File: src/rtl/stage1_replay.sv
// Captures Stage 1 samples, derives variance from E[x]/E[x^2] and replays centred samples to Stage 2.
// Optional macro STAGE1_REPLAY_VAR_CLAMP_EN clamps a negative variance to zero.
module stage1_replay #(
    parameter int N  = 8,
    parameter int CW = 3
) (
    input  logic        i_clk,
    input  logic        i_rst,
    input  logic        i_valid,
    input  logic [8:0]  i_x_norm,
    input  logic        i_S1_done,
    input  logic [21:0] i_Ex,
    input  logic [31:0] i_Ex2,
    input  logic        i_ready,
    output logic        o_valid,
    output logic [22:0] o_xc,
    output logic [31:0] o_var,
    output logic        o_last,
    output logic        o_busy,
    output logic        o_err
);

    typedef enum logic [1:0] {FILL, CALC, OUT} state_t;

    localparam logic [CW:0]   FULL     = (CW+1)'(N);
    localparam logic [CW:0]   CNT_ONE  = (CW+1)'(1);
    localparam logic [CW-1:0] PTR_ONE  = CW'(1);

    state_t state, state_nxt;

    logic [8:0]         sample_mem [N];
    logic [CW:0]        wr_cnt;
    logic [CW-1:0]      rd_ptr;
    logic [CW-1:0]      rd_nxt;
    logic signed [21:0] ex_r;
    logic [31:0]        ex2_r;

    logic wr_en, err_set, latch_ex, start_out, advance, finish;

    logic signed [43:0] ex_ext;
    logic signed [43:0] sq;
    logic [32:0]        var_raw;
    logic [31:0]        var_sel;
    logic [8:0]         rd_sample;
    logic [22:0]        xc_nxt;
    logic               last_nxt;
    logic               unused_bits;

    // Q8.14 squared is Q16.28; dropping 12 fraction bits aligns it with E[x^2] in Q16.16.
    assign ex_ext  = {{22{ex_r[21]}}, ex_r};
    assign sq      = ex_ext * ex_ext;
    assign var_raw = {1'b0, ex2_r} - {1'b0, sq[43:12]};

`ifdef STAGE1_REPLAY_VAR_CLAMP_EN
    assign var_sel     = var_raw[32] ? 32'd0 : var_raw[31:0];
    assign unused_bits = ^sq[11:0];
`else
    assign var_sel     = var_raw[31:0];
    assign unused_bits = ^{sq[11:0], var_raw[32]};
`endif

    assign rd_nxt    = start_out ? '0 : rd_ptr + PTR_ONE;
    assign rd_sample = sample_mem[rd_nxt];
    assign xc_nxt    = {{5{rd_sample[8]}}, rd_sample, 14'd0} - {ex_r[21], ex_r};
    assign last_nxt  = ({1'b0, rd_nxt} == (wr_cnt - CNT_ONE));
    assign o_busy    = (state != FILL);

    always_ff @(posedge i_clk) begin
        if (i_rst) state <= FILL;
        else       state <= state_nxt;
    end

    // NOTE: every output of this block gets a default first, so no path leaves one unassigned and infers a latch.
    always_comb begin
        state_nxt = state;
        wr_en     = 1'b0;
        err_set   = 1'b0;
        latch_ex  = 1'b0;
        start_out = 1'b0;
        advance   = 1'b0;
        finish    = 1'b0;
        case (state)
            FILL: begin
                if (i_valid) begin
                    if (wr_cnt < FULL) wr_en   = 1'b1;
                    else               err_set = 1'b1;
                end
                if (i_S1_done) begin
                    latch_ex  = 1'b1;
                    state_nxt = CALC;
                end
            end
            CALC: begin
                if (i_valid || i_S1_done) err_set = 1'b1;
                if (wr_cnt == '0) begin
                    err_set   = 1'b1;
                    state_nxt = FILL;
                end else begin
                    start_out = 1'b1;
                    state_nxt = OUT;
                end
            end
            OUT: begin
                if (i_valid || i_S1_done) err_set = 1'b1;
                if (o_valid && i_ready) begin
                    if (o_last) begin
                        finish    = 1'b1;
                        state_nxt = FILL;
                    end else begin
                        advance = 1'b1;
                    end
                end
            end
            default: state_nxt = FILL;
        endcase
    end

    // NOTE: the sample buffer is deliberately left out of reset; wr_cnt alone defines which entries are live.
    always_ff @(posedge i_clk) begin
        if (wr_en) sample_mem[wr_cnt[CW-1:0]] <= i_x_norm;
    end

    // NOTE: all sequential state uses non-blocking assignment so every register samples pre-edge values.
    always_ff @(posedge i_clk) begin
        if (i_rst) begin
            wr_cnt  <= '0;
            rd_ptr  <= '0;
            ex_r    <= '0;
            ex2_r   <= '0;
            o_valid <= 1'b0;
            o_xc    <= '0;
            o_var   <= '0;
            o_last  <= 1'b0;
            o_err   <= 1'b0;
        end else begin
            if (wr_en)    wr_cnt <= wr_cnt + CNT_ONE;
            if (latch_ex) begin
                ex_r  <= i_Ex;
                ex2_r <= i_Ex2;
            end
            if (err_set)       o_err <= 1'b1;
            if (state == CALC) o_var <= var_sel;
            if (start_out || advance) begin
                rd_ptr  <= rd_nxt;
                o_xc    <= xc_nxt;
                o_last  <= last_nxt;
                o_valid <= 1'b1;
            end
            if (finish) begin
                o_valid <= 1'b0;
                o_last  <= 1'b0;
                wr_cnt  <= '0;
                rd_ptr  <= '0;
            end
        end
    end

endmodule

File: config.mk
export PLATFORM = sky130hd
export DESIGN_NAME = stage1_replay
export DESIGN_NICKNAME = d
export VERILOG_FILES = /design/src/rtl/stage1_replay.sv
export SDC_FILE = /design/constraint.sdc
export NUM_CORES = 2
export LEC_CHECK = 0
export CORE_ASPECT_RATIO = 0.9
export CORE_MARGIN = 4
export CORE_UTILIZATION = 40
export CTS_BUF_LIST = sky130_fd_sc_hd__clkbuf_8
export CTS_CLUSTER_DIAMETER = 30
export DETAILED_ROUTE_END_ITERATION = 7
export HOLD_SLACK_MARGIN = 0.03
export PLACE_DENSITY = 0.63
export SLEW_MARGIN = 30
export SYNTH_ARGS = -nofsm -noshare
export SYNTH_HDL_FRONTEND = slang
export SYNTH_SLANG_ARGS = --single-unit
File: constraint.sdc
create_clock -name i_clk -period 20 [get_ports i_clk]
set_input_delay 6 -clock i_clk [delete_from_list [all_inputs] [get_ports i_clk]]
set_output_delay 6 -clock i_clk [all_outputs]
set_load 0.05 [all_outputs]
==> impl_metrics.py <==
metrics = {
    "global_route": {
        "grt_pass1_vias": 19763,
        "gr-usage-met2_pct": 34.5,
        "grt_overflow": 0,
        "busiest_layer": "met2",
        "grt_max_degree": 81,
        "grtUsageTotal_pct": 20.1,
        "grt.met1_usage_pct": 25.9,
        "grtUsageMet3_pct": 3.41,
        "antenna_found_initial": 0,
        "grt_pass1_wl_um": 105000,
    },
    "timing": {
        "finalClockSkew_ns": 0.0257,
        "finalCriticalPeriod_ns": 10.75,
        "slew_viol_final": 0,
        "rsz0062_at_grt": "no",
        "setup_viol": 0,
        "timing.fmax_mhz": 93.0,
        "relSlewSlack_pct": 28.4,
        "finalHoldViolCount": 0,
        "fin_crit_sh_pct": 53.8,
        "tightest_slew_ns": 1.07,
        "setup_tns_ns": 0,
        "hold_slack_ns": 0.463,
    },
    "synthesis": {
        "synth_top_area_share_pct": 36.2,
        "yosysSeqAreaShare_pct": 18.2,
        "synth-seq-cells": 193,
        "synthCells": 2751,
        "synth_cell_types": 78,
        "ys_top_cells_by_area": "fa_1 36%, dfxtp_1 9.6%, ha_1 9.6%, inv_1 8.9%, edfxtp_1 8.6%",
        "syn_area_per_cell_sq_um": 9.14,
        "ys_warn_count": 0,
        "synth_ff_type": "dfxtp_1",
        "async_flop_share_pct": 0,
        "yosysTopAreaCell": "fa_1",
        "synth_nets": 3466,
        "synth_edf_count": 72,
        "netlist_area_sq_mm": 0.0251,
    },
    "clock_network": {
        "clk_latency_ns": 0.57,
        "clk_pin_slew_ns": 0.13,
        "cts_resized": 0,
        "root_buffer": "clkbuf_8",
        "hold_buffers": 0,
        "ctsHtreeMaxLevel": 4,
        "numCtsBuffers": 17,
        "clock-sinks": 193,
        "cts_setup_buffers": 0,
        "cts_max_path_buffers": 2,
        "cts_tree": "done",
    },
    "routing": {
        "detail_route.vias_per_cell": 5.04,
        "dr_total_vias": 18492,
        "ant_nets": 0,
        "wl_per_cell_um": 17.9,
        "dr.pass1.iters": 5,
        "drc": 0,
        "first_iter_violations": 1268,
        "finalWirelength_um": 65600,
    },
    "status": {
        "outcome": "completed",
    },
    "critical_path": {
        "crit_path_top_delay_cell": "dfxtp_1",
        "crit_type": "reg2reg",
        "cp-end-kind": "flip-flop",
        "reg2reg_depth": 33,
        "reg2reg_setup_slack_ns": 9.25,
        "slowest_delay_ns": 0.97,
        "path_max_fanout": 19,
        "crit_arrival_ns": 11.23,
        "r2r-end": "o_var[31]",
        "crit_top_cell": "fa_1",
        "crit_required_ns": 20.48,
        "crit_family": "adder cells",
        "path_buf_inv": 6,
        "start_kind": "flip-flop",
        "rr_startpoint": "ex_r[13]",
    },
    "placement": {
        "dp_hpwl_um": 51700,
        "place_area_sq_mm": 0.0272,
        "io_buffers": 126,
        "place_inst": 3636,
        "place.gp.congestion": 0.941,
    },
    "layout": {
        "num_antenna_cells": 0,
        "final_area_sq_mm": 0.0277,
        "stdcell_count": 3668,
        "synthToLayoutAreaGrowth_pct": 10.1,
        "post-route-util_pct": 44.8,
        "drive_gt1_share_pct": 3.57,
        "multi_input_area_sq_mm": 0.0179,
        "seq_area_sq_mm": 0.00459,
        "nNetsFinal": 3534,
        "final_cell_mix": "597 x inv_1, 455 x fa_1, 444 x nand2_1",
        "n_fill_cell": 5970,
        "mostFrequentLayoutCell": "inv_1",
    },
    "floorplan": {
        "die_x_um": 272,
        "rows": 86,
        "die_h_um": 246,
        "start_util_pct": 40.7,
        "die-area_sq_mm": 0.0669,
        "io_pins": 127,
        "core_sq_mm": 0.0618,
    },
    "power": {
        "ir_drop_mv": 0.0609,
        "power_leakage_uw": 0.0136,
        "p_per_area_mw_per_mm2": 60.6,
    },
    "min_path": {
        "hold_end": "ex2_r[0]",
        "whs_path_depth": 2,
        "hold_class": "reg2reg",
        "min_from": "ex2_r[0]",
    },
    "flow_run": {
        "cap_violations": 0,
    },
}
flip-flops by register name, summed over array words and instances (netlist names):
register,cells
o_var,32
wr_cnt,4
o_xc,23
o_valid,1
ex_r,22
sample_mem,72
state,2
o_last,1
ex2_r,32
o_err,1
rd_ptr,3
worst reg2reg max path: cells and delay by family (launching register included):
| kind | cells | cell delay (ns) |
|---|---|---|
| buffers and inverters | 6 | 1.00 |
| adder cells (fa/ha/maj) | 9 | 4.12 |
| AO/OA/AOI/OAI | 10 | 2.65 |
| flip-flops | 1 | 0.97 |
| AND/OR/NAND/NOR | 7 | 1.77 |
| XOR/XNOR | 1 | 0.14 |
cell usage after synthesis (17+ instances only):
cell and instances:
inv_1 597, fa_1 455, nand2_1 445, ha_1 192, a21oi_1 159, dfxtp_1 121, nor2_1 116, clkbuf_1 84
edfxtp_1 72, xnor2_1 66, o21ai_0 63, and2_1 42, nand3_1 40, xor2_1 32, a21o_1 31, nor3_1 17
layer usage:
metal | routed length (um) | up-vias
met5 | 0 | -
met3 | 3510 | 108
met1 | 27500 | 9315
met4 | 2170 | 0
li1 | - | 8591
met2 | 32500 | 478
cell families (layout without fill, tap and decap cells):
family,Yosys count,count (layout),share of synthesized area [%]
AND/OR/NAND/NOR,749,749,13.0
buffers and inverters,708,789,10.8
adder cells (fa/ha/maj),647,647,45.8
AO/OA/AOI/OAI,354,354,8.65
flip-flops,193,193,18.2
XOR/XNOR,98,98,3.42
multiplexers,2,2,0.0797
report_power, final:
group          internal (uW)  switching (uW)  leakage (uW)
logic                    367             567        0.0117
registers                433            19.8       0.00164
clock network            103             186      0.000221
total                    902             773        0.0136
area by class of cell:
cell class	count	share of cell area, %
multi-input combinational	1850	64.5
sequential	193	16.6
inverter	603	8.18
timing repair buffer	154	5.31
tap	836	3.78
clock buffer	17	0.846
clock inverter	15	0.791
metrics by stage:
| stage | power [uW] | setup WS [ns] |
|---|---|---|
| 3_3_place_gp | 1380 | 9.77 |
| 6_report | 1680 | 9.25 |
| 4_1_cts | 1690 | 9.29 |
| 5_1_grt | 1810 | 8.69 |
| 3_5_place_dp | 1400 | 9.34 |
| 2_1_floorplan | 1140 | 11.49 |
how the worst max path moves through the flow:
stage	depth (start not counted)	from	slack, ns	endpoint
2_1_floorplan	35	ex_r[2]	11.49	o_var[31]
4_1_cts	31	ex_r[13]	9.29	o_var[31]
3_3_place_gp	33	ex_r[13]	9.77	o_var[31]
5_1_grt	31	ex_r[13]	8.69	o_var[31]
6_report	33	ex_r[13]	9.25	o_var[31]
3_5_place_dp	31	ex_r[13]	9.34	o_var[31]
No activity file was read; power rests on OpenSTA's default activity.
